## config.mk

```make
export PLATFORM = sky130hd
export DESIGN_NAME = receive_synchronization_flat
export DESIGN_NICKNAME = d
export VERILOG_FILES = /design/src/rtl/receive_synchronization_pkg.sv /design/src/rtl/receive_synchronization_if.sv /design/src/rtl/receive_synchronization_cg_checker.sv /design/src/rtl/receive_synchronization.sv /design/src/flat_wrapper.sv
export SDC_FILE = /design/constraint.sdc
export NUM_CORES = 1
export LEC_CHECK = 0
export ABC_CLOCK_PERIOD_IN_PS = 3700
export CORE_MARGIN = 3
export CORE_UTILIZATION = 30
export DETAILED_ROUTE_END_ITERATION = 8
export GPL_TIMING_DRIVEN = 0
export HOLD_SLACK_MARGIN = 0.06
export MAX_ROUTING_LAYER = met4
export SLEW_MARGIN = 15
export SYNTH_ARGS = -nofsm -noshare
export SYNTH_HDL_FRONTEND = slang
export SYNTH_HIERARCHICAL = 1
export SYNTH_SLANG_ARGS = --single-unit
```

## constraint.sdc

```tcl
create_clock -name gtx_clk -period 3.7 [get_ports gtx_clk]
set_clock_uncertainty 0.05 [all_clocks]
set_input_delay 0.37 -clock gtx_clk [delete_from_list [all_inputs] [get_ports gtx_clk]]
set_output_delay 0.37 -clock gtx_clk [all_outputs]
set_load 0.005 [all_outputs]
```

## src/rtl/receive_synchronization_pkg.sv

```systemverilog
// Shared definitions for the PCS receive synchronization stage.
// Holds the code-group width, the sync FSM state encoding, the reference
// idle code-groups (K28.5, D16.2) and the comma patterns.
package receive_synchronization_pkg;

    localparam int unsigned CG_WIDTH    = 10;
    localparam int unsigned COMMA_WIDTH = 7;
    localparam int unsigned GOOD_WIDTH  = 2;

    // 13 synchronization states, 4-bit encoding
    typedef enum logic [3:0] {
        ST_LOS  = 4'd0,
        ST_CD1  = 4'd1,
        ST_CD2  = 4'd2,
        ST_CD3  = 4'd3,
        ST_AS1  = 4'd4,
        ST_AS2  = 4'd5,
        ST_SA1  = 4'd6,
        ST_SA2  = 4'd7,
        ST_SA2A = 4'd8,
        ST_SA3  = 4'd9,
        ST_SA3A = 4'd10,
        ST_SA4  = 4'd11,
        ST_SA4A = 4'd12
    } sync_state_e;

    localparam logic [CG_WIDTH-1:0] K28_5_RDN = 10'b0011111010;
    localparam logic [CG_WIDTH-1:0] K28_5_RDP = 10'b1100000101;
    localparam logic [CG_WIDTH-1:0] D16_2_RDN = 10'b0110110101;
    localparam logic [CG_WIDTH-1:0] D16_2_RDP = 10'b1001000101;

    localparam logic [COMMA_WIDTH-1:0] COMMA_RDN = 7'b0011111;
    localparam logic [COMMA_WIDTH-1:0] COMMA_RDP = 7'b1100000;

    // True in the SYNC_ACQUIRED_* family, where sync_status is OK
    function automatic logic is_sync_state(input sync_state_e s);
        case (s)
            ST_SA1, ST_SA2, ST_SA2A, ST_SA3, ST_SA3A, ST_SA4, ST_SA4A: is_sync_state = 1'b1;
            default:                                                   is_sync_state = 1'b0;
        endcase
    endfunction

endpackage

```

## src/rtl/receive_synchronization_if.sv

```systemverilog
// Code-group stream interface between the PMA/loopback source (master) and
// the synchronization stage (slave).
//   rx_code_group   : incoming code-group, bit 9 = bit a
//   signal_detect   : PMA signal present
//   sync_status     : 1 = synchronized
//   rx_even         : phase of the last accepted code-group
//   rx_code_group_o : code-group delayed one cycle
//   rx_cg_invalid   : rx_code_group_o is not a valid 8B/10B code-group
interface receive_synchronization_if;
    import receive_synchronization_pkg::*;

    logic [CG_WIDTH-1:0] rx_code_group;
    logic                signal_detect;
    logic                sync_status;
    logic                rx_even;
    logic [CG_WIDTH-1:0] rx_code_group_o;
    logic                rx_cg_invalid;

    modport master (
        output rx_code_group, signal_detect,
        input  sync_status, rx_even, rx_code_group_o, rx_cg_invalid
    );

    modport slave (
        input  rx_code_group, signal_detect,
        output sync_status, rx_even, rx_code_group_o, rx_cg_invalid
    );
endinterface

```

## src/rtl/receive_synchronization_cg_checker.sv

```systemverilog
// Combinational 8B/10B code-group classifier, disparity-agnostic.
//   code_group_i : 10-bit code-group, bits [9:4] = abcdei, [3:0] = fghj
//   valid_c      : code-group is in the table for either running disparity
//   is_k_c       : code-group is one of the 12 K codes
//   comma_c      : bits [9:3] hold a comma pattern
module sync_cg_checker
    import receive_synchronization_pkg::*;
(
    input  logic [CG_WIDTH-1:0] code_group_i,
    output logic                valid_c,
    output logic                is_k_c,
    output logic                comma_c
);

    logic [5:0] s6;
    logic [3:0] f4;
    logic       ok6_n, ok6_p, flip6, x_ab, x_cd;
    logic       d4_n, d4_p, p7_n, p7_p, a7_n, a7_p;
    logic       four_ok_n, four_ok_p, data_n, data_p;

    assign s6 = code_group_i[9:4];
    assign f4 = code_group_i[3:0];

    // 5b/6b sub-block: which disparity column it belongs to, whether it flips
    // disparity, and whether x selects the alternate D.x.7 encoding
    always_comb begin
        ok6_n = 1'b0;
        ok6_p = 1'b0;
        flip6 = 1'b0;
        x_ab  = 1'b0;
        x_cd  = 1'b0;
        case (s6)
            6'b110001, 6'b101001, 6'b011001, 6'b100101, 6'b010101, 6'b001101,
            6'b110010, 6'b101010, 6'b011010, 6'b100110, 6'b010110, 6'b001110: begin
                ok6_n = 1'b1;
                ok6_p = 1'b1;
            end
            6'b110100, 6'b101100, 6'b011100: begin
                ok6_n = 1'b1;
                ok6_p = 1'b1;
                x_cd  = 1'b1;
            end
            6'b100011, 6'b010011, 6'b001011: begin
                ok6_n = 1'b1;
                ok6_p = 1'b1;
                x_ab  = 1'b1;
            end
            6'b111000: ok6_n = 1'b1;
            6'b000111: ok6_p = 1'b1;
            6'b100111, 6'b011101, 6'b101101, 6'b110101, 6'b111001, 6'b010111, 6'b011011,
            6'b111010, 6'b110011, 6'b110110, 6'b101110, 6'b011110, 6'b101011: begin
                ok6_n = 1'b1;
                flip6 = 1'b1;
            end
            6'b011000, 6'b100010, 6'b010010, 6'b001010, 6'b000110, 6'b101000, 6'b100100,
            6'b000101, 6'b001100, 6'b001001, 6'b010001, 6'b100001, 6'b010100: begin
                ok6_p = 1'b1;
                flip6 = 1'b1;
            end
            default: ;
        endcase
    end

    // 3b/4b sub-block: data columns, primary and alternate .7 encodings
    always_comb begin
        d4_n = 1'b0;
        d4_p = 1'b0;
        p7_n = 1'b0;
        p7_p = 1'b0;
        a7_n = 1'b0;
        a7_p = 1'b0;
        case (f4)
            4'b1011: d4_n = 1'b1;
            4'b0100: d4_p = 1'b1;
            4'b1001, 4'b0101, 4'b1010, 4'b0110: begin
                d4_n = 1'b1;
                d4_p = 1'b1;
            end
            4'b1100: d4_n = 1'b1;
            4'b0011: d4_p = 1'b1;
            4'b1101: d4_n = 1'b1;
            4'b0010: d4_p = 1'b1;
            4'b1110: p7_n = 1'b1;
            4'b0001: p7_p = 1'b1;
            4'b0111: a7_n = 1'b1;
            4'b1000: a7_p = 1'b1;
            default: ;
        endcase
    end

    // A7 replaces P7 only for x=17/18/20 at RD- and x=11/13/14 at RD+
    assign four_ok_n = d4_n | (p7_n & ~x_ab) | (a7_n & x_ab);
    assign four_ok_p = d4_p | (p7_p & ~x_cd) | (a7_p & x_cd);

    // Try both starting disparities; the 4b column follows the 6b outcome
    assign data_n = ok6_n & (flip6 ? four_ok_p : four_ok_n);
    assign data_p = ok6_p & (flip6 ? four_ok_n : four_ok_p);

    // 12 K codes; each RD+ form is the bitwise complement of its RD- form
    always_comb begin
        is_k_c = 1'b0;
        case (code_group_i)
            10'b0011110100, 10'b1100001011,
            10'b0011111001, 10'b1100000110,
            10'b0011110101, 10'b1100001010,
            10'b0011110011, 10'b1100001100,
            10'b0011110010, 10'b1100001101,
            10'b0011111010, 10'b1100000101,
            10'b0011110110, 10'b1100001001,
            10'b0011111000, 10'b1100000111,
            10'b1110101000, 10'b0001010111,
            10'b1101101000, 10'b0010010111,
            10'b1011101000, 10'b0100010111,
            10'b0111101000, 10'b1000010111: is_k_c = 1'b1;
            default:                        is_k_c = 1'b0;
        endcase
    end

    assign valid_c = data_n | data_p | is_k_c;
    assign comma_c = (code_group_i[9:3] == COMMA_RDN) || (code_group_i[9:3] == COMMA_RDP);

endmodule

```

## src/rtl/receive_synchronization.sv

```systemverilog
// PCS receive code-group synchronization (Clause 36 sync state machine).
//   gtx_clk       : one code-group per rising edge
//   mr_main_reset : asynchronous, active-high reset
//   rx_if         : slave side of the code-group stream interface
module receive_synchronization
    import receive_synchronization_pkg::*;
(
    input  logic                      gtx_clk,
    input  logic                      mr_main_reset,
    receive_synchronization_if.slave  rx_if
);

    sync_state_e           state_q, state_d;
    logic                  rx_even_q, rx_even_d;
    logic [GOOD_WIDTH-1:0] good_cgs_q, good_cgs_d;
    logic                  sync_status_q, sync_status_d;
    logic [CG_WIDTH-1:0]   rx_cg_q;
    logic                  rx_cg_invalid_q;

    logic valid, is_k, comma, data, cgbad;

    sync_cg_checker u_checker (
        .code_group_i (rx_if.rx_code_group),
        .valid_c      (valid),
        .is_k_c       (is_k),
        .comma_c      (comma)
    );

    assign data  = valid & ~is_k;
    // A comma arriving while the previous group was even would sit at an odd position
    assign cgbad = ~valid | (comma & rx_even_q);

    // State register and output registers
    always_ff @(posedge gtx_clk or posedge mr_main_reset) begin
        if (mr_main_reset) begin
            state_q         <= ST_LOS;
            rx_even_q       <= 1'b0;
            good_cgs_q      <= '0;
            sync_status_q   <= 1'b0;
            rx_cg_q         <= '0;
            rx_cg_invalid_q <= 1'b0;
        end else begin
            state_q         <= state_d;
            rx_even_q       <= rx_even_d;
            good_cgs_q      <= good_cgs_d;
            sync_status_q   <= sync_status_d;
            rx_cg_q         <= rx_if.rx_code_group;
            rx_cg_invalid_q <= ~valid;
        end
    end

    // Next state plus entry actions of the destination state
    always_comb begin
        state_d       = state_q;
        rx_even_d     = ~rx_even_q;
        good_cgs_d    = good_cgs_q;
        sync_status_d = 1'b0;

        case (state_q)
            ST_LOS:  if (comma) state_d = ST_CD1;
            ST_CD1:  state_d = data ? ST_AS1 : ST_LOS;
            ST_CD2:  state_d = data ? ST_AS2 : ST_LOS;
            ST_CD3:  state_d = data ? ST_SA1 : ST_LOS;
            ST_AS1: begin
                if (cgbad)                    state_d = ST_LOS;
                else if (comma && !rx_even_q) state_d = ST_CD2;
            end
            ST_AS2: begin
                if (cgbad)                    state_d = ST_LOS;
                else if (comma && !rx_even_q) state_d = ST_CD3;
            end
            ST_SA1:  if (cgbad) state_d = ST_SA2;
            ST_SA2:  state_d = cgbad ? ST_SA3 : ST_SA2A;
            ST_SA3:  state_d = cgbad ? ST_SA4 : ST_SA3A;
            ST_SA4:  state_d = cgbad ? ST_LOS : ST_SA4A;
            ST_SA2A: begin
                if (cgbad)                     state_d = ST_SA3;
                else if (good_cgs_q == 2'd3)   state_d = ST_SA1;
            end
            ST_SA3A: begin
                if (cgbad)                     state_d = ST_SA4;
                else if (good_cgs_q == 2'd3)   state_d = ST_SA2;
            end
            ST_SA4A: begin
                if (cgbad)                     state_d = ST_LOS;
                else if (good_cgs_q == 2'd3)   state_d = ST_SA3;
            end
            default: state_d = ST_LOS;
        endcase

        // Loss of signal overrides every other transition
        if (!rx_if.signal_detect) state_d = ST_LOS;

        // Comma detection re-aligns to even; every other state toggles phase
        case (state_d)
            ST_CD1, ST_CD2, ST_CD3: rx_even_d = 1'b1;
            default:                rx_even_d = ~rx_even_q;
        endcase

        case (state_d)
            ST_SA2, ST_SA3, ST_SA4:    good_cgs_d = '0;
            ST_SA2A, ST_SA3A, ST_SA4A: good_cgs_d = good_cgs_q + 2'd1;
            default:                   good_cgs_d = good_cgs_q;
        endcase

        sync_status_d = is_sync_state(state_d);
    end

    assign rx_if.sync_status     = sync_status_q;
    assign rx_if.rx_even         = rx_even_q;
    assign rx_if.rx_code_group_o = rx_cg_q;
    assign rx_if.rx_cg_invalid   = rx_cg_invalid_q;

endmodule

```

## src/flat_wrapper.sv

```systemverilog
// flat-port wrapper written by rule: the top's interface ports become plain ports
module receive_synchronization_flat import receive_synchronization_pkg::*;
  (gtx_clk, mr_main_reset, rx_if_rx_code_group, rx_if_signal_detect, rx_if_sync_status, rx_if_rx_even, rx_if_rx_code_group_o, rx_if_rx_cg_invalid);
  receive_synchronization_if rx_if_i ();
  input  logic gtx_clk;
  input  logic mr_main_reset;
  input wire logic [$bits(rx_if_i.rx_code_group)-1:0] rx_if_rx_code_group;
  input wire logic [$bits(rx_if_i.signal_detect)-1:0] rx_if_signal_detect;
  output wire logic [$bits(rx_if_i.sync_status)-1:0] rx_if_sync_status;
  output wire logic [$bits(rx_if_i.rx_even)-1:0] rx_if_rx_even;
  output wire logic [$bits(rx_if_i.rx_code_group_o)-1:0] rx_if_rx_code_group_o;
  output wire logic [$bits(rx_if_i.rx_cg_invalid)-1:0] rx_if_rx_cg_invalid;
  assign rx_if_i.rx_code_group = rx_if_rx_code_group;
  assign rx_if_i.signal_detect = rx_if_signal_detect;
  assign rx_if_sync_status = rx_if_i.sync_status;
  assign rx_if_rx_even = rx_if_i.rx_even;
  assign rx_if_rx_code_group_o = rx_if_i.rx_code_group_o;
  assign rx_if_rx_cg_invalid = rx_if_i.rx_cg_invalid;
  receive_synchronization u_core (.gtx_clk(gtx_clk), .mr_main_reset(mr_main_reset), .rx_if(rx_if_i));
endmodule
```

# Word level (Yosys, flattened, before mapping)
# Index checks and enable logic that the tools add are counted.
dict set report word_totals {
  reg_bits 19
  input_bits 13
  out_inout_bits 13
  elab_cells 190
}
dict set report classes {
  n_addsub 1
  eq_ne 109
  muxes 37
  bitwise 20
  reduce_logical 17
}
# cell n
set ops {}
lappend ops {{6-bit == test (second input constant)} 23}
lappend ops {{10-bit == test (second input constant)} 12}
lappend ops {{10-bit by 8-bit == test with 1-bit output (second input constant)} 9}
lappend ops {{6-bit by 5-bit == test with 1-bit output (second input constant)} 14}
lappend ops {{4-bit == test (second input constant)} 17}
lappend ops {{32-bit OR reduction} 2}
lappend ops {{4-bit 2-to-1 mux} 14}
lappend ops {{4-bit case mux with 13 select lines} 1}
lappend ops {{4-bit by 3-bit == test with 1-bit output (second input constant)} 10}
lappend ops {{6-bit by 4-bit == test with 1-bit output (second input constant)} 6}
lappend ops {{26-bit OR reduction} 1}
lappend ops {{4-bit by 2-bit == test with 1-bit output (second input constant)} 6}
lappend ops {{24-bit OR reduction} 1}
lappend ops {{7-bit OR reduction} 3}
lappend ops {{10-bit by 9-bit == test with 1-bit output (second input constant)} 2}
lappend ops {{6-bit by 3-bit == test with 1-bit output (second input constant)} 3}
lappend ops {{1-bit 2-to-1 mux} 18}
lappend ops {{3-bit OR reduction} 5}
lappend ops {{4-bit by 1-bit == test with 1-bit output (second input constant)} 3}
lappend ops {{10-bit by 7-bit == test with 1-bit output (second input constant)} 1}
lappend ops {{3-bit 2-to-1 mux} 3}
lappend ops {{1-bit AND} 8}
lappend ops {{7-bit by 5-bit == test with 1-bit output (second input constant)} 1}
lappend ops {{7-bit == test (second input constant)} 1}
lappend ops {{10 further kinds} 20}

# Longest topological paths before layout
# Gate-level depths: netlist of the first run.
dict set report depth {
  word_depth 19
  depth_mapped 13
  ltp_nobuf 11
}

# Hierarchy
# Netlist of the first run, hierarchy kept.
# mod n_inst cells_each area_each_um2 seq_area_each_um2
set by_module_without_submodules {}
lappend by_module_without_submodules {receive_synchronization 1 87 993.5 475.5}
lappend by_module_without_submodules {sync_cg_checker 1 93 653.1 0.0}

# Worst setup path before layout of the first run
# No wires, ideal clock.
dict set report synth_timing {
  path_type {input port to flip-flop}
  from {input rx_if_rx_code_group[8]}
  to {register u_core.rx_even_q (netlist: u_core/rx_if.rx_even)}
  setup_time_ns 0.133
  arrival_time_ns 3.262
  t_required_ns 3.517
  slack_ns 0.255
  path_stages 13
  n_path_buf 2
  path_cell_list {buf_6 and2_2 clkbuf_2 maj3_2 o221a_2 nor3_2 mux2_4 a211o_1 a21boi_1 mux2_2 a21oi_2 and3_1 o41ai_2}
}
dict set report synth_between {
  elab_chain_len 19
  elab_cells_between_ends 129
  cone_classes {eq/ne (75); mux (26); bitwise (19); reduce/logical (9)}
}
# item line_no
set synth_rtl {}
lappend synth_rtl {{start: declaration} flat_wrapper.sv:7} ;# input wire logic [$bits(rx_if_i.rx_code_group)-1:0] rx_if_rx_code_group;
lappend synth_rtl {{6-bit == test (tied with other cells)} receive_synchronization_cg_checker.sv:32} ;# case (s6)
lappend synth_rtl {{3-bit OR reduction} --}
lappend synth_rtl {{1-bit 2-to-1 mux} receive_synchronization_cg_checker.sv:32}
lappend synth_rtl {{1-bit NOT (on tied branches)} {receive_synchronization_cg_checker.sv:92, receive_synchronization_cg_checker.sv:93}}
lappend synth_rtl {{1-bit AND (on tied branches)} {receive_synchronization_cg_checker.sv:92, receive_synchronization_cg_checker.sv:93}}
lappend synth_rtl {{1-bit bitwise OR (on tied branches) (2 in series)} {receive_synchronization_cg_checker.sv:92, receive_synchronization_cg_checker.sv:93}}
lappend synth_rtl {{1-bit 2-to-1 mux (on tied branches)} {receive_synchronization_cg_checker.sv:96, receive_synchronization_cg_checker.sv:97}}
lappend synth_rtl {{1-bit AND (on tied branches)} {receive_synchronization_cg_checker.sv:96, receive_synchronization_cg_checker.sv:97}}
lappend synth_rtl {{(+2 left out)} --}
lappend synth_rtl {{via u_core.valid} receive_synchronization.sv:20} ;# logic valid, is_k, comma, data, cgbad;
lappend synth_rtl {{(+1 left out)} --}
lappend synth_rtl {{1-bit bitwise OR} receive_synchronization.sv:31} ;# assign cgbad = ~valid | (comma & rx_even_q);
lappend synth_rtl {{4-bit 2-to-1 mux (tied with other cells)} receive_synchronization.sv:85} ;# if (cgbad) state_d = ST_LOS;
lappend synth_rtl {{4-bit case mux with 13 select lines *} receive_synchronization.sv:59} ;# case (state_q)
lappend synth_rtl {{4-bit 2-to-1 mux *} receive_synchronization.sv:92} ;# if (!rx_if.signal_detect) state_d = ST_LOS;
lappend synth_rtl {{4-bit by 1-bit == test with 1-bit output or 4-bit by 2-bit == test with 1-bit output (tied branches)} receive_synchronization.sv:95} ;# case (state_d)
lappend synth_rtl {{3-bit OR reduction *} receive_synchronization.sv:95}
lappend synth_rtl {{1-bit 2-to-1 mux *} receive_synchronization.sv:95}
lappend synth_rtl {{via u_core.rx_even_d} receive_synchronization.sv:14} ;# logic rx_even_q, rx_even_d;
lappend synth_rtl {{end signal: assignment} receive_synchronization.sv:44} ;# rx_even_q <= rx_even_d;
lappend synth_rtl {{end: declaration} receive_synchronization.sv:14}
# Mark *: on every way through the listed nets, which the timed path passes. The rest lies on a longest branch.
# A chain may end at the register's enable or synchronous reset.

# Worst setup path in the final report of the first run
dict set report layout_timing {
  from {input rx_if_rx_code_group[9]}
  to {register u_core.good_cgs_q[1]}
}
dict set report layout_between {
  elab_chain_len 19
  elab_cells_between_ends 134
  cone_classes {eq/ne (78); mux (26); bitwise (19); reduce/logical (11)}
}
# item line_no
set layout_rtl {}
lappend layout_rtl {{6-bit == test (tied with other cells)} receive_synchronization_cg_checker.sv:32}
lappend layout_rtl {{3-bit OR reduction} --}
lappend layout_rtl {{1-bit 2-to-1 mux} receive_synchronization_cg_checker.sv:32}
lappend layout_rtl {{1-bit NOT (on tied branches)} {receive_synchronization_cg_checker.sv:92, receive_synchronization_cg_checker.sv:93}}
lappend layout_rtl {{1-bit AND (on tied branches)} {receive_synchronization_cg_checker.sv:92, receive_synchronization_cg_checker.sv:93}}
lappend layout_rtl {{1-bit bitwise OR (on tied branches) (2 in series)} {receive_synchronization_cg_checker.sv:92, receive_synchronization_cg_checker.sv:93}}
lappend layout_rtl {{1-bit 2-to-1 mux (on tied branches)} {receive_synchronization_cg_checker.sv:96, receive_synchronization_cg_checker.sv:97}}
lappend layout_rtl {{1-bit AND (on tied branches)} {receive_synchronization_cg_checker.sv:96, receive_synchronization_cg_checker.sv:97}}
lappend layout_rtl {{(+2 left out)} --}
lappend layout_rtl {{via u_core.valid} receive_synchronization.sv:20}
lappend layout_rtl {{1-bit NOT} receive_synchronization.sv:31}
lappend layout_rtl {{1-bit bitwise OR} receive_synchronization.sv:31}
lappend layout_rtl {{4-bit 2-to-1 mux (tied with other cells)} receive_synchronization.sv:85}
lappend layout_rtl {{4-bit case mux with 13 select lines *} receive_synchronization.sv:59}
lappend layout_rtl {{4-bit 2-to-1 mux *} receive_synchronization.sv:92}
lappend layout_rtl {{4-bit == test or 4-bit by 3-bit == test with 1-bit output (tied branches)} receive_synchronization.sv:100} ;# case (state_d)
lappend layout_rtl {{3-bit OR reduction} receive_synchronization.sv:100}
lappend layout_rtl {{2-bit case mux with 2 select lines or 2-bit nonzero test (tied branches)} --}
lappend layout_rtl {{end signal: assignment} receive_synchronization.sv:45} ;# good_cgs_q <= good_cgs_d;
lappend layout_rtl {{end: declaration} receive_synchronization.sv:15} ;# logic [GOOD_WIDTH-1:0] good_cgs_q, good_cgs_d;
# Marks and branches as above.

==> results of run 1 <==
==> cell type report <==
| type | count | share of cell area |
|---|---|---|
| sequential | 19 | 0.2186 |
| multi-input combinational | 141 | 0.5224 |
| buffer | 13 | 0.05581 |
| inverter | 6 | 0.01036 |
| tap | 70 | 0.04028 |
| timing repair buffer | 28 | 0.1312 |
| clock inverter | 1 | 0.002301 |
| clock buffer | 3 | 0.01899 |
==> final timing paths <==
| path | from | end | slack, ns | depth (start not counted) |
|---|---|---|---|---|
| max | rx_if_rx_code_group[9] | u_core/good_cgs_q[1] | 0.07 | 12 |
| min | rx_if_rx_code_group[8] | u_core/rx_if.rx_code_group_o[8] | 0.22 | 1 |
| max reg2reg | u_core/good_cgs_q[0] | u_core/good_cgs_q[0] | 1.70 | 6 |
| min reg2reg | u_core/rx_if.rx_even | u_core/rx_if.rx_even | 0.53 | 1 |
| max in group asynchronous | mr_main_reset | u_core/rx_if.rx_code_group_o[1] | 2.64 | 2 |
| min in group asynchronous | mr_main_reset | u_core/rx_if.rx_code_group_o[3] | 0.48 | 2 |
==> cell usage after synthesis, types with 2 or more instances <==
library cell	n	area (sq um)
sky130_fd_sc_hd__and2_1	3	18.77
sky130_fd_sc_hd__buf_2	2	10.01
sky130_fd_sc_hd__nor4bb_1	3	30.03
sky130_fd_sc_hd__o21a_1	2	15.01
sky130_fd_sc_hd__nand3_1	7	35.03
sky130_fd_sc_hd__dfrtp_1	19	475.5
sky130_fd_sc_hd__nand2_1	17	63.81
sky130_fd_sc_hd__mux2i_1	3	30.03
sky130_fd_sc_hd__maj3_2	2	22.52
sky130_fd_sc_hd__o2111ai_1	2	17.52
sky130_fd_sc_hd__maj3_1	2	20.02
sky130_fd_sc_hd__nand4_1	3	18.77
sky130_fd_sc_hd__and3_1	2	12.51
sky130_fd_sc_hd__o21bai_1	2	15.01
sky130_fd_sc_hd__and2_2	2	15.01
sky130_fd_sc_hd__nor3_1	2	10.01
sky130_fd_sc_hd__nor2_1	9	33.78
sky130_fd_sc_hd__xor2_1	3	26.28
sky130_fd_sc_hd__mux2_2	3	33.78
sky130_fd_sc_hd__clkbuf_8	4	55.05
sky130_fd_sc_hd__a211oi_1	3	22.52
sky130_fd_sc_hd__xnor2_1	2	17.52
sky130_fd_sc_hd__a32o_1	2	20.02
sky130_fd_sc_hd__nor2b_1	5	31.28
sky130_fd_sc_hd__buf_6	3	33.78
sky130_fd_sc_hd__o31ai_1	2	15.01
sky130_fd_sc_hd__clkbuf_1	4	15.01
sky130_fd_sc_hd__a31oi_1	2	12.51
sky130_fd_sc_hd__a2111oi_0	3	26.28
sky130_fd_sc_hd__or3_1	2	12.51
sky130_fd_sc_hd__a211o_1	2	17.52
sky130_fd_sc_hd__inv_1	6	22.52
sky130_fd_sc_hd__o21ai_0	10	50.05
sky130_fd_sc_hd__nand2b_1	3	18.77
sky130_fd_sc_hd__a21oi_1	8	40.04
==> stage by stage <==
step / std cells / power, W / TNS [ns] / cell area [sq um]
after floorplan: 180 / 0.0003162 / 0 / 1647
after global placement: 275 / 0.0003766 / -4.066 / 1984
after detailed placement: 275 / 0.0003763 / -3.710 / 1984
after CTS: 279 / 0.0005398 / 0 / 2078
after global routing: 281 / 0.0005800 / -0.0003126 / 2175
final: 281 / 0.0005459 / 0 / 2175
==> registers in the layout, summed over array words and instances (netlist names) <==
name,count
u_core/rx_if.rx_code_group_o,10
u_core/state_q,4
u_core/good_cgs_q,2
u_core/rx_if.rx_cg_invalid,1
u_core/rx_if.rx_even,1
u_core/rx_if.sync_status,1
==> cells by family (layout without fill, tap and decap cells) <==
family | Yosys count | after routing
compound gates | 55 | 55
xor+xnor | 5 | 5
fa+ha+maj | 5 | 5
buf+inv | 20 | 51
flops | 19 | 19
mux | 7 | 7
simple gates | 69 | 69
==> worst max-delay path: cells and delay by family <==
kind / cells / cell delay [ns]
muxes: 2 / 0.67
and+or+nand+nor: 3 / 0.58
adders and majority gates: 1 / 0.35
AOI/OAI and AO/OA: 5 / 1.32
buffers and inverters: 1 / 0.46
==> repair_timing <==
action | in CTS | in global routing
buffers inserted | 0 | 3
endpoints found under the setup margin | 7 | 4
resized for setup | 11 | 20
pin swaps | 3 | 6
==> power breakdown <==
group	internal (W)	total, W	leakage [nW]	switching (W)
combinational	0.0000887	0.000170	0.617	0.0000818
sequential	0.000218	0.000226	0.239	0.00000750
clock	0.0000750	0.000150	0.0255	0.0000748
==> per-layer routing <==
layer | routed length (microns) | GRT usage | part of all wire | vias to the layer above
li1 | - | - | - | 734
met1 | 2023 | 0.1784 | 0.49 | 723
met2 | 1947 | 0.2243 | 0.47 | 34
met3 | 154 | 0.02578 | 0.037 | 4
met4 | 27 | 0.03378 | 0.0065 | 0
met5 | 0 | - | 0 | -
==> impl_results.rst, run 1 <==
.. list-table::
   :header-rows: 1

   * - Metric
     - Value
   * - Type of element launching the critical path
     - primary input
   * - Fillers
     - 528
   * - Total Wirelength
     - 4153 microns
   * - Highest-count cells in the layout ignoring fill and taps
     - 20 x sky130_fd_sc_hd__clkdlybuf4s50_1, 19 x sky130_fd_sc_hd__dfrtp_1, 16 x sky130_fd_sc_hd__nand2_1, 10 x sky130_fd_sc_hd__o21ai_0
   * - CTS root buffer
     - sky130_fd_sc_hd__clkbuf_8
   * - Required @ worst endpoint
     - 3.83 ns
   * - CP Class
     - in2reg
   * - Number of warning messages in the yosys log
     - 6
   * - I/O pin cnt
     - 26
   * - Detail-routed net length per standard cell
     - 14.78 microns
   * - Measured slew at the worst slew-check pin
     - 0.8621 ns
   * - Post-Synth XOR/XNOR Area
     - 0.02660
   * - Flops & latches, synth
     - 19
   * - Relative slew margins
     - 0.4192
   * - Grt total ovfl
     - 0
   * - Peak supply drop
     - 0.0001762 V
   * - Most common flop cell mapped by yosys
     - sky130_fd_sc_hd__dfrtp_1
   * - Count of flip-flops with a built-in enable after synthesis
     - 0
   * - Routability cong.
     - 0.8434
   * - Vias in the first global route
     - 1447
   * - CP Data Arrival Time
     - 3.75 ns
   * - Area of the multi-input gates
     - 0.001136 sq mm
   * - Antenna diode instance count
     - 0
   * - Detailed Place HPWL
     - 2987 microns
   * - Post-route clock period utilization
     - 0.9807
   * - Detailed Routing Iterations Pass 1
     - 4
   * - Post-route core utilization
     - 0.4178
   * - Post-layout nets
     - 226
   * - Die area
     - 0.006414 sq mm
   * - Syn Nets
     - 194
   * - Antenna viol nets, final
     - 0
   * - Post-Synthesis Cells
     - 180
   * - Area occupied by registers
     - 475.5 sq um
   * - Worst-case hold slack
     - 0.2204 ns
   * - Share of layout cells above drive strength 1
     - 0.2370
   * - Number of placement rows
     - 26
   * - Max stage delay cell, worst path
     - sky130_fd_sc_hd__clkdlybuf4s50_1
   * - Total core area
     - 0.005205 sq mm
   * - Timing-limited maximum frequency
     - 275.6 MHz
   * - Highest net fanout along the worst path
     - 7
   * - Tightest Hold Check Type
     - in2reg
   * - Post-cts hold buffer count
     - 0
   * - CTS sink count
     - 19
   * - Mux contribution to synthesized area
     - 0.04787
   * - H-tree level count
     - 1
   * - CTS clock-pin slew for the worst setup and hold paths
     - 0.08 ns
   * - Number of violations reported at the end of detailed-routing iteration 0
     - 61
   * - Syn-to-layout area delta
     - 32.07%
   * - Portion of the post-synthesis area used by sequential elements
     - 0.2888
   * - Worst setup EP type
     - register
   * - TritonCTS clock tree
     - built
   * - Power per cell area
     - 251.0 mW/mm^2
   * - Leak Pwr
     - 0.8813 nW
   * - Synthesized cell area
     - 0.001647 sq mm
   * - Initial antenna violation count
     - 0
   * - Final hold violation count
     - 0
   * - Total of max-cap violations
     - 0
   * - CP max stage delay
     - 0.46 ns
   * - Largest net degree at the start of global routing
     - 20
   * - Result of the run
     - finished clean
   * - Initial core utilization
     - 0.3163
   * - Number of distinct library cell variants in the gate-level netlist after synthesis
     - 66
   * - Setup slack after placement
     - -0.6620 ns
   * - Post-route DRC violation count
     - 0
   * - Cell repeated most along the worst path
     - sky130_fd_sc_hd__mux2_4
   * - Die height
     - 80.09 microns
   * - Post-route worst setup slack
     - 0.07127 ns
   * - Commonest non-fill, non-tap cell in the layout
     - sky130_fd_sc_hd__clkdlybuf4s50_1
   * - First-pass GRT wire length
     - 6955 microns
   * - Overall via count from detail_route
     - 1495
   * - Final max-slew violation count
     - 0
   * - Number of endpoints failing setup at the final stage
     - 0
   * - Mean post-synth cell area
     - 9.148 sq um
   * - Simple-gate area share of the yosys netlist
     - 0.2371
   * - Complex-gate fraction of the synthesized area
     - 0.2804
   * - Later-pin clock latency in the skew report
     - 0.26 ns
   * - Via/cell ratio
     - 5.320
   * - Count of buffers inserted at the top-level ports
     - 25
   * - Fraction of registers with async set or reset after synthesis
     - 1.000
   * - Horizontal extent of the die
     - 80.09 microns
   * - Cells along the critical path
     - clkdlybuf4s50_1, and2_2, maj3_2, o221a_2, nor3_4, mux2_4, a211o_4, a21boi_4, mux2_4, a21oi_4, nand2_2, a211oi_2
   * - Clock Tree Buf Depth
     - 2
   * - Combinational family with the most area after synthesis
     - compound AO/OA/AOI/OAI gates
   * - Adder-cell share of the synthesized area
     - 0.03343
   * - CTS Buf Count
     - 3
   * - Minimum period implied by the final worst setup slack
     - 3.629 ns
   * - Gr usage total
     - 0.1383
(Power assumes the default switching activity.)
==> run 2, diff against run 1 <==
HOLD_SLACK_MARGIN = unset   (was 0.06)
REMOVE_ABC_BUFFERS = 1   (was unset)
==> run 2 against run 1 <==
  * Die area unchanged
  * Worst setup slack better by 0.13 ns
  * Combinational power down 14%
  * Non-clock buffer count down 16
  * Design area down 9.7%
  * Largest power group unchanged
  * Critical path type unchanged
  * Fmax up 3.6%
  * Final cell count down 5.7%
  * Power down 3.9%
  * Wire length down 3.5%
  * Worst hold slack better by 0.11 ns
==> impl_results.rst, run 2 (synthesized netlist as in run 1, its figures left out) <==
.. list-table::
   :header-rows: 1

   * - Metric
     - Value
   * - Vias in the first global route
     - 1362 (-5.9%)
   * - Worst setup EP type
     - register
   * - Antenna viol nets, final
     - 0 (unchanged)
   * - Detailed Place HPWL
     - 2797 microns (-6.4%)
   * - CTS Buf Count
     - 3 (unchanged)
   * - Number of standard cells in the final layout excluding fillers
     - 265 (-5.7%)
   * - Unrepaired setup endpoints after global routing
     - false
   * - Antenna diode instance count
     - 0 (unchanged)
   * - Setup slack after placement
     - -0.8769 ns (-0.2149 ns)
   * - Post-cts hold buffer count
     - 0 (unchanged)
   * - Count of buffers inserted at the top-level ports
     - 25 (unchanged)
   * - Syn-to-layout area delta
     - 19.30%
   * - Measured slew at the worst slew-check pin
     - 0.8605 ns (-0.001659 ns)
   * - Routability cong.
     - 0.7880 (-6.6%)
   * - CP Data Arrival Time
     - 3.58 ns (-0.17 ns)
   * - Final max-slew violation count
     - 0 (unchanged)
   * - Overall via count from detail_route
     - 1451 (-2.9%)
   * - Highest net fanout along the worst path
     - 9 (+2)
   * - Post-route worst setup slack
     - 0.1966 ns (+0.1254 ns)
   * - Logic gate share of total power
     - 0.279 (-0.033)
   * - Total core area
     - 0.005205 sq mm (unchanged)
   * - Minimum period implied by the final worst setup slack
     - 3.503 ns (-0.1254 ns)
   * - Post-route clock period utilization
     - 0.9469 (-0.03388)
   * - Tightest Hold Check Type
     - in2reg
   * - CTS sink count
     - 19 (unchanged)
   * - Post-route core utilization
     - 0.3774 (-0.04038)
   * - I/O pin cnt
     - 26 (unchanged)
   * - Worst-case hold slack
     - 0.3287 ns (+0.1083 ns)
   * - Post-layout nets
     - 210 (-7.1%)
   * - Via/cell ratio
     - 5.475 (+2.9%)
   * - Part of the total power dissipated in the clock network
     - 0.291 (+0.016)
   * - Detail-routed net length per standard cell
     - 15.12 microns (+2.3%)
   * - CTS root buffer
     - sky130_fd_sc_hd__clkbuf_8
   * - Leak Pwr
     - 0.7337 nW (-17%)
   * - Power dissipated by switching net loads
     - 0.0001586 W (-3.4%)
   * - Later-pin clock latency in the skew report
     - 0.26 ns (about the same)
   * - TritonCTS clock tree
     - built
   * - Horizontal extent of the die
     - 80.09 microns (unchanged)
   * - H-tree level count
     - 1 (unchanged)
   * - Total Wirelength
     - 4008 microns (-3.5%)
   * - Flip-flop count of the largest register after layout
     - 10 (unchanged)
   * - Initial antenna violation count
     - 0 (unchanged)
   * - Result of the run
     - finished clean
   * - Power per cell area
     - 267.1 mW/mm^2 (+6.4%)
   * - Number of placed instances, taps included
     - 261 (-5.1%)
   * - Timing-limited maximum frequency
     - 285.4 MHz (+3.6%)
   * - Relative slew margins
     - 0.4203 (+0.001118)
   * - Final hold violation count
     - 0 (unchanged)
   * - CP Class
     - in2reg
   * - Switching power share of the total
     - 0.3022 (+0.001554)
   * - Required @ worst endpoint
     - 3.78 ns (-0.05 ns)
   * - Internal power component
     - 0.0003661 W (-4.1%)
   * - Largest net degree at the start of global routing
     - 20 (unchanged)
   * - Detailed Routing Iterations Pass 1
     - 4 (unchanged)
   * - Area post-placement
     - 0.001866 sq mm (-6.0%)
   * - Number of endpoints failing setup at the final stage
     - 0 (unchanged)
   * - Post-route DRC violation count
     - 0 (unchanged)
   * - Die height
     - 80.09 microns (unchanged)
   * - Clock Tree Buf Depth
     - 2 (unchanged)
   * - Setup Fix Bufs, Post-CTS
     - 0 (unchanged)
   * - Number of placement rows
     - 26 (unchanged)
   * - Highest-count cells in the layout ignoring fill and taps
     - 19 x sky130_fd_sc_hd__clkdlybuf4s50_1, 19 x sky130_fd_sc_hd__dfrtp_1, 17 x sky130_fd_sc_hd__nand2_1, 10 x sky130_fd_sc_hd__o21ai_0, 9 x sky130_fd_sc_hd__nor2_1
   * - Design area
     - 0.001964 sq mm (-9.7%)
   * - Grt total ovfl
     - 0 (unchanged)
   * - Total of max-cap violations
     - 0 (unchanged)
   * - Peak supply drop
     - 0.0001103 V (-37%)
   * - First-pass GRT wire length
     - 6699 microns (-3.7%)
   * - Proportion of power drawn by flip-flops and latches
     - 0.429 (+0.016)
   * - Gr usage total
     - 0.1306 (-0.007776)
   * - Die area
     - 0.006414 sq mm (unchanged)
   * - Share of layout cells above drive strength 1
     - 0.1949 (-0.04210)
   * - Number of violations reported at the end of detailed-routing iteration 0
     - 111 (+82%)
   * - Type of element launching the critical path
     - primary input
   * - CTS clock-pin slew for the worst setup and hold paths
     - 0.08 ns (about the same)
   * - Initial core utilization
     - 0.3163 (unchanged)
## run 2: cell types whose count changed in the layout (fill, tap and decap cells not counted), sizes merged
cell / change
buf: -8
clkbuf: -5
dlymetal6s2s: -5
clkdlybuf4s15: +3
clkdlybuf4s50: -1
clkinv: -1
clkinvlp: +1
## run 2: through the flow
step	power (W)	TNS [ns]
after floorplan	0.0002996	0
after CTS	0.0005192	0
after detailed placement	0.0003666	-5.175
after global placement	0.0003659	-5.147
final	0.0005246	0
after global routing	0.0005503	0
## run 2: cell type report
type | count | area [sq um]
Clock buffer | 3 | 41.29
Clock inverter | 1 | 7.507
Fill cell | 526 | 3241
Inverter | 6 | 22.52
Multi-Input combinational cell | 141 | 1091
Sequential cell | 19 | 475.5
Tap cell | 70 | 87.58
Timing Repair Buffer | 25 | 239.0
## run 2: metal layers
metal  wire [microns]  track usage  up-vias
met1             2013       0.1933      714
met4               21      0.03716        0
met2             1870       0.1945       31
li1                 -            -      704
met5                0            -        -
met3              103     0.003363        2
## run 2: critical path: stages
cell                              delay [ns]
sky130_fd_sc_hd__clkdlybuf4s50_1        0.55
sky130_fd_sc_hd__or3_1                  0.44
sky130_fd_sc_hd__a2111oi_1              0.34
sky130_fd_sc_hd__a211oi_1               0.13
sky130_fd_sc_hd__mux2_4                 0.28
sky130_fd_sc_hd__a211o_1                0.38
sky130_fd_sc_hd__a21boi_4               0.20
sky130_fd_sc_hd__mux2_2                 0.34
sky130_fd_sc_hd__a21oi_4                0.26
sky130_fd_sc_hd__and3_1                 0.21
sky130_fd_sc_hd__o41ai_2                0.07
## run 2: worst paths after layout
path | from | to | slack, ns | cells after the start
min reg2reg | u_core/rx_if.rx_even | u_core/rx_if.rx_even | 0.54 | 1
min | rx_if_rx_code_group[8] | u_core/rx_if.rx_code_group_o[8] | 0.33 | 1
max in group asynchronous | mr_main_reset | u_core/rx_if.rx_even | 2.64 | 2
max | rx_if_rx_code_group[1] | u_core/rx_if.rx_even | 0.20 | 11
max reg2reg | u_core/state_q[1] | u_core/good_cgs_q[0] | 1.53 | 5
min in group asynchronous | mr_main_reset | u_core/rx_if.rx_code_group_o[3] | 0.49 | 2
## run 2: what timing repair did
| item | in CTS | in global routing |
|---|---|---|
| endpoints found under the hold margin | 0 | 0 |
| setup endpoints to repair | 8 | 4 |
| gates resized for setup | 20 | 13 |
| pin swaps | 0 | 1 |
## run 2: power groups by stage
stage / clock network [W] / registers, W / logic [W]
after floorplan: 0 / 0.000229 / 0.0000708
after global placement: 0 / 0.000229 / 0.000137
after detailed placement: 0 / 0.000229 / 0.000138
after CTS: 0.000155 / 0.000225 / 0.000140
after global routing: 0.000163 / 0.000227 / 0.000161
final: 0.000153 / 0.000225 / 0.000146
==> run 3, diff against run 2 <==
CORE_UTILIZATION = 58   (was 30)
PLACE_DENSITY = 0.85   (was unset)
TNS_END_PERCENT = 30   (was unset)
==> run 3 against run 2 <==
  * Worst hold slack worse by 0.017 ns
  * Clock power is 37% lower
  * Sequential share of layout area is 1.4 points higher
  * Global-route usage is 10 points higher
  * Register-to-register slack hardly changed
  * Flip-flop and latch count stayed put
  * Critical path depth is 1 higher
  * Core utilization is 34 points higher
  * Largest cell class unchanged
  * Highest routed layer unchanged
==> impl_results.rst, run 3 (synthesized netlist as in run 1, its figures left out) <==
.. list-table::
   :header-rows: 1

   * - Metric
     - Value
   * - Count of buffers inserted at the top-level ports
     - 25 (unchanged)
   * - Initial core utilization
     - 0.6357 (+0.3194)
   * - Worst Hold Launch
     - rx_if_rx_code_group[8]
   * - Later-pin clock latency in the skew report
     - 0.28 ns (+0.02 ns)
   * - Initial antenna violation count
     - 0 (unchanged)
   * - Grt total ovfl
     - 0 (unchanged)
   * - Peak supply drop
     - 0.0002153 V (+95%)
   * - Commonest non-fill, non-tap cell in the layout
     - sky130_fd_sc_hd__dfrtp_1
   * - Setup slack after placement
     - -0.7862 ns (+0.09068 ns)
   * - Detailed Routing Iterations Pass 1
     - 4 (unchanged)
   * - Antenna viol nets, final
     - 0 (unchanged)
   * - Critical Path Start
     - rx_if_rx_code_group[7]
   * - Final max-slew violation count
     - 0 (unchanged)
   * - Flip-flop count of the largest register after layout
     - 10 (unchanged)
   * - Leak Pwr
     - 0.7357 nW (+0.28%)
   * - Power per cell area
     - 249.1 mW/mm^2 (-6.7%)
   * - Antenna diode instance count
     - 0 (unchanged)
   * - Setup_tns
     - 0 ns (unchanged)
   * - Largest net degree at the start of global routing
     - 20 (unchanged)
   * - Relative slew margins
     - 0.5297 (+0.1094)
   * - H-tree level count
     - 1 (unchanged)
   * - Number of endpoints failing setup at the final stage
     - 0 (unchanged)
   * - Number of violations reported at the end of detailed-routing iteration 0
     - 110 (-0.90%)
   * - CP Data Arrival Time
     - 3.72 ns (+0.14 ns)
   * - Final hold violation count
     - 0 (unchanged)
   * - Required @ worst endpoint
     - 3.85 ns (+0.07 ns)
   * - Die area
     - 0.003514 sq mm (-45%)
   * - Gr usage total
     - 0.2302 (+0.09959)
   * - CTS Buf Count
     - 3 (unchanged)
   * - Die height
     - 59.28 microns (-26%)
   * - Total Power Consumption
     - 0.0004619 W (-12%)
   * - Source of the worst register-to-register timing path
     - u_core/state_q[1]
   * - Worst setup EP type
     - register
   * - Timing-limited maximum frequency
     - 280.3 MHz (-1.8%)
   * - Minimum period implied by the final worst setup slack
     - 3.567 ns (+0.06413 ns)
   * - Total of max-cap violations
     - 0 (unchanged)
   * - Syn-to-layout area delta
     - 12.61%
   * - Vias in the first global route
     - 1381 (+1.4%)
   * - Highest net fanout along the worst path
     - 14 (+5)
   * - Total core area
     - 0.002590 sq mm (-50%)
   * - Post-layout nets
     - 210 (unchanged)
   * - Result of the run
     - finished clean
   * - Horizontal extent of the die
     - 59.28 microns (-26%)
   * - Post-route clock period utilization
     - 0.9642 (+0.01733)
   * - Via/cell ratio
     - 6.671 (+22%)
   * - Overall via count from detail_route
     - 1501 (+3.4%)
   * - Number of placement rows
     - 18 (-31%)
   * - Clock Tree Buf Depth
     - 2 (unchanged)
   * - Post-route worst setup slack
     - 0.1325 ns (-0.06413 ns)
   * - Total Wirelength
     - 3754 microns (-6.3%)
   * - First-pass GRT wire length
     - 6168 microns (-7.9%)
   * - Highest-count cells in the layout ignoring fill and taps
     - 19 x sky130_fd_sc_hd__dfrtp_1, 17 x sky130_fd_sc_hd__clkdlybuf4s50_1, 17 x sky130_fd_sc_hd__nand2_1, 10 x sky130_fd_sc_hd__o21ai_0, 9 x sky130_fd_sc_hd__nor2_1
   * - Post-route DRC violation count
     - 0 (unchanged)
   * - Type of element launching the critical path
     - primary input
   * - Post-cts hold buffer count
     - 0 (unchanged)
   * - Routability cong.
     - 0.9388 (+19%)
   * - Detail-routed net length per standard cell
     - 16.68 microns (+10%)
   * - CTS root buffer
     - sky130_fd_sc_hd__clkbuf_4
   * - Worst-case hold slack
     - 0.3116 ns (-0.01707 ns)
   * - CTS clock-pin slew for the worst setup and hold paths
     - 0.10 ns (+0.02 ns)
   * - Detailed Place HPWL
     - 2733 microns (-2.3%)
   * - Fillers
     - 190 (-64%)
   * - TritonCTS clock tree
     - built
   * - I/O pin cnt
     - 26 (unchanged)
   * - Measured slew at the worst slew-check pin
     - 0.6980 ns (-0.1624 ns)
   * - Share of layout cells above drive strength 1
     - 0.1795 (-0.01538)
   * - CP Class
     - in2reg
   * - CTS sink count
     - 19 (unchanged)
   * - Tightest Hold Check Type
     - in2reg
   * - Unrepaired setup endpoints after global routing
     - false
==> run 3: layout make-up <==
cell class	instances	area (sq um)	area share
clock buffers	4	26.28	0.01417
inverters	6	22.52	0.01215
multi-input cells	141	1061	0.5722
flip-flops and latches	19	475.5	0.2564
well taps	30	37.54	0.02024
repair buffers	25	231.5	0.1248
==> run 3: power by group <==
group / internal, W / switching (W)
Sequential: 0.000218 / 0.00000727
Clock: 0.0000418 / 0.0000548
Combinational: 0.0000669 / 0.0000731
Total: 0.000327 / 0.000135
==> run 3: per-stage QoR <==
| step | cell area [sq um] | instances | utilization |
|---|---|---|---|
| floorplan | 1528 | 166 | - |
| global route | 1854 | 225 | 0.7159 |
| CTS | 1862 | 225 | 0.7188 |
| finish | 1854 | 225 | 0.7159 |
| detailed placement | 1815 | 221 | 0.7010 |
| global placement | 1815 | 221 | 0.7010 |
==> run 3: worst max-delay path, cell delays in order <==
cell,delay (ns)
sky130_fd_sc_hd__clkdlybuf4s15_2,0.31
sky130_fd_sc_hd__xnor2_1,0.24
sky130_fd_sc_hd__a2111oi_2,0.45
sky130_fd_sc_hd__mux2_2,0.39
sky130_fd_sc_hd__and2_1,0.14
sky130_fd_sc_hd__mux2_4,0.26
sky130_fd_sc_hd__a211o_1,0.39
sky130_fd_sc_hd__a21boi_2,0.24
sky130_fd_sc_hd__mux2_2,0.34
sky130_fd_sc_hd__a21oi_4,0.26
sky130_fd_sc_hd__a2111oi_4,0.11
sky130_fd_sc_hd__nor3_1,0.21
==> run 3: timing repair <==
action,CTS,global route
setup endpoints to repair,7,6
setup buffers,0,0
resized for setup,14,14
==> run 3: per-layer routing <==
metal | global-route usage | vias up | part of all wire
met5 | - | - | 0
met3 | 0.01089 | 4 | 0.054
li1 | - | 707 | -
met4 | 0.1003 | 0 | 0.011
met2 | 0.3448 | 57 | 0.49
met1 | 0.3220 | 733 | 0.45
==> run 3: final timing paths <==
| path | to | slack (ns) | depth (start not counted) |
|---|---|---|---|
| setup / recovery | u_core/good_cgs_q[0] | 0.13 | 12 |
| hold / removal | u_core/rx_if.rx_code_group_o[8] | 0.31 | 1 |
| setup reg to reg | u_core/good_cgs_q[0] | 1.54 | 5 |
| hold reg to reg | u_core/rx_if.rx_even | 0.52 | 1 |
| max in group asynchronous | u_core/rx_if.rx_code_group_o[3] | 2.73 | 2 |
| min in group asynchronous | u_core/rx_if.rx_code_group_o[1] | 0.43 | 2 |
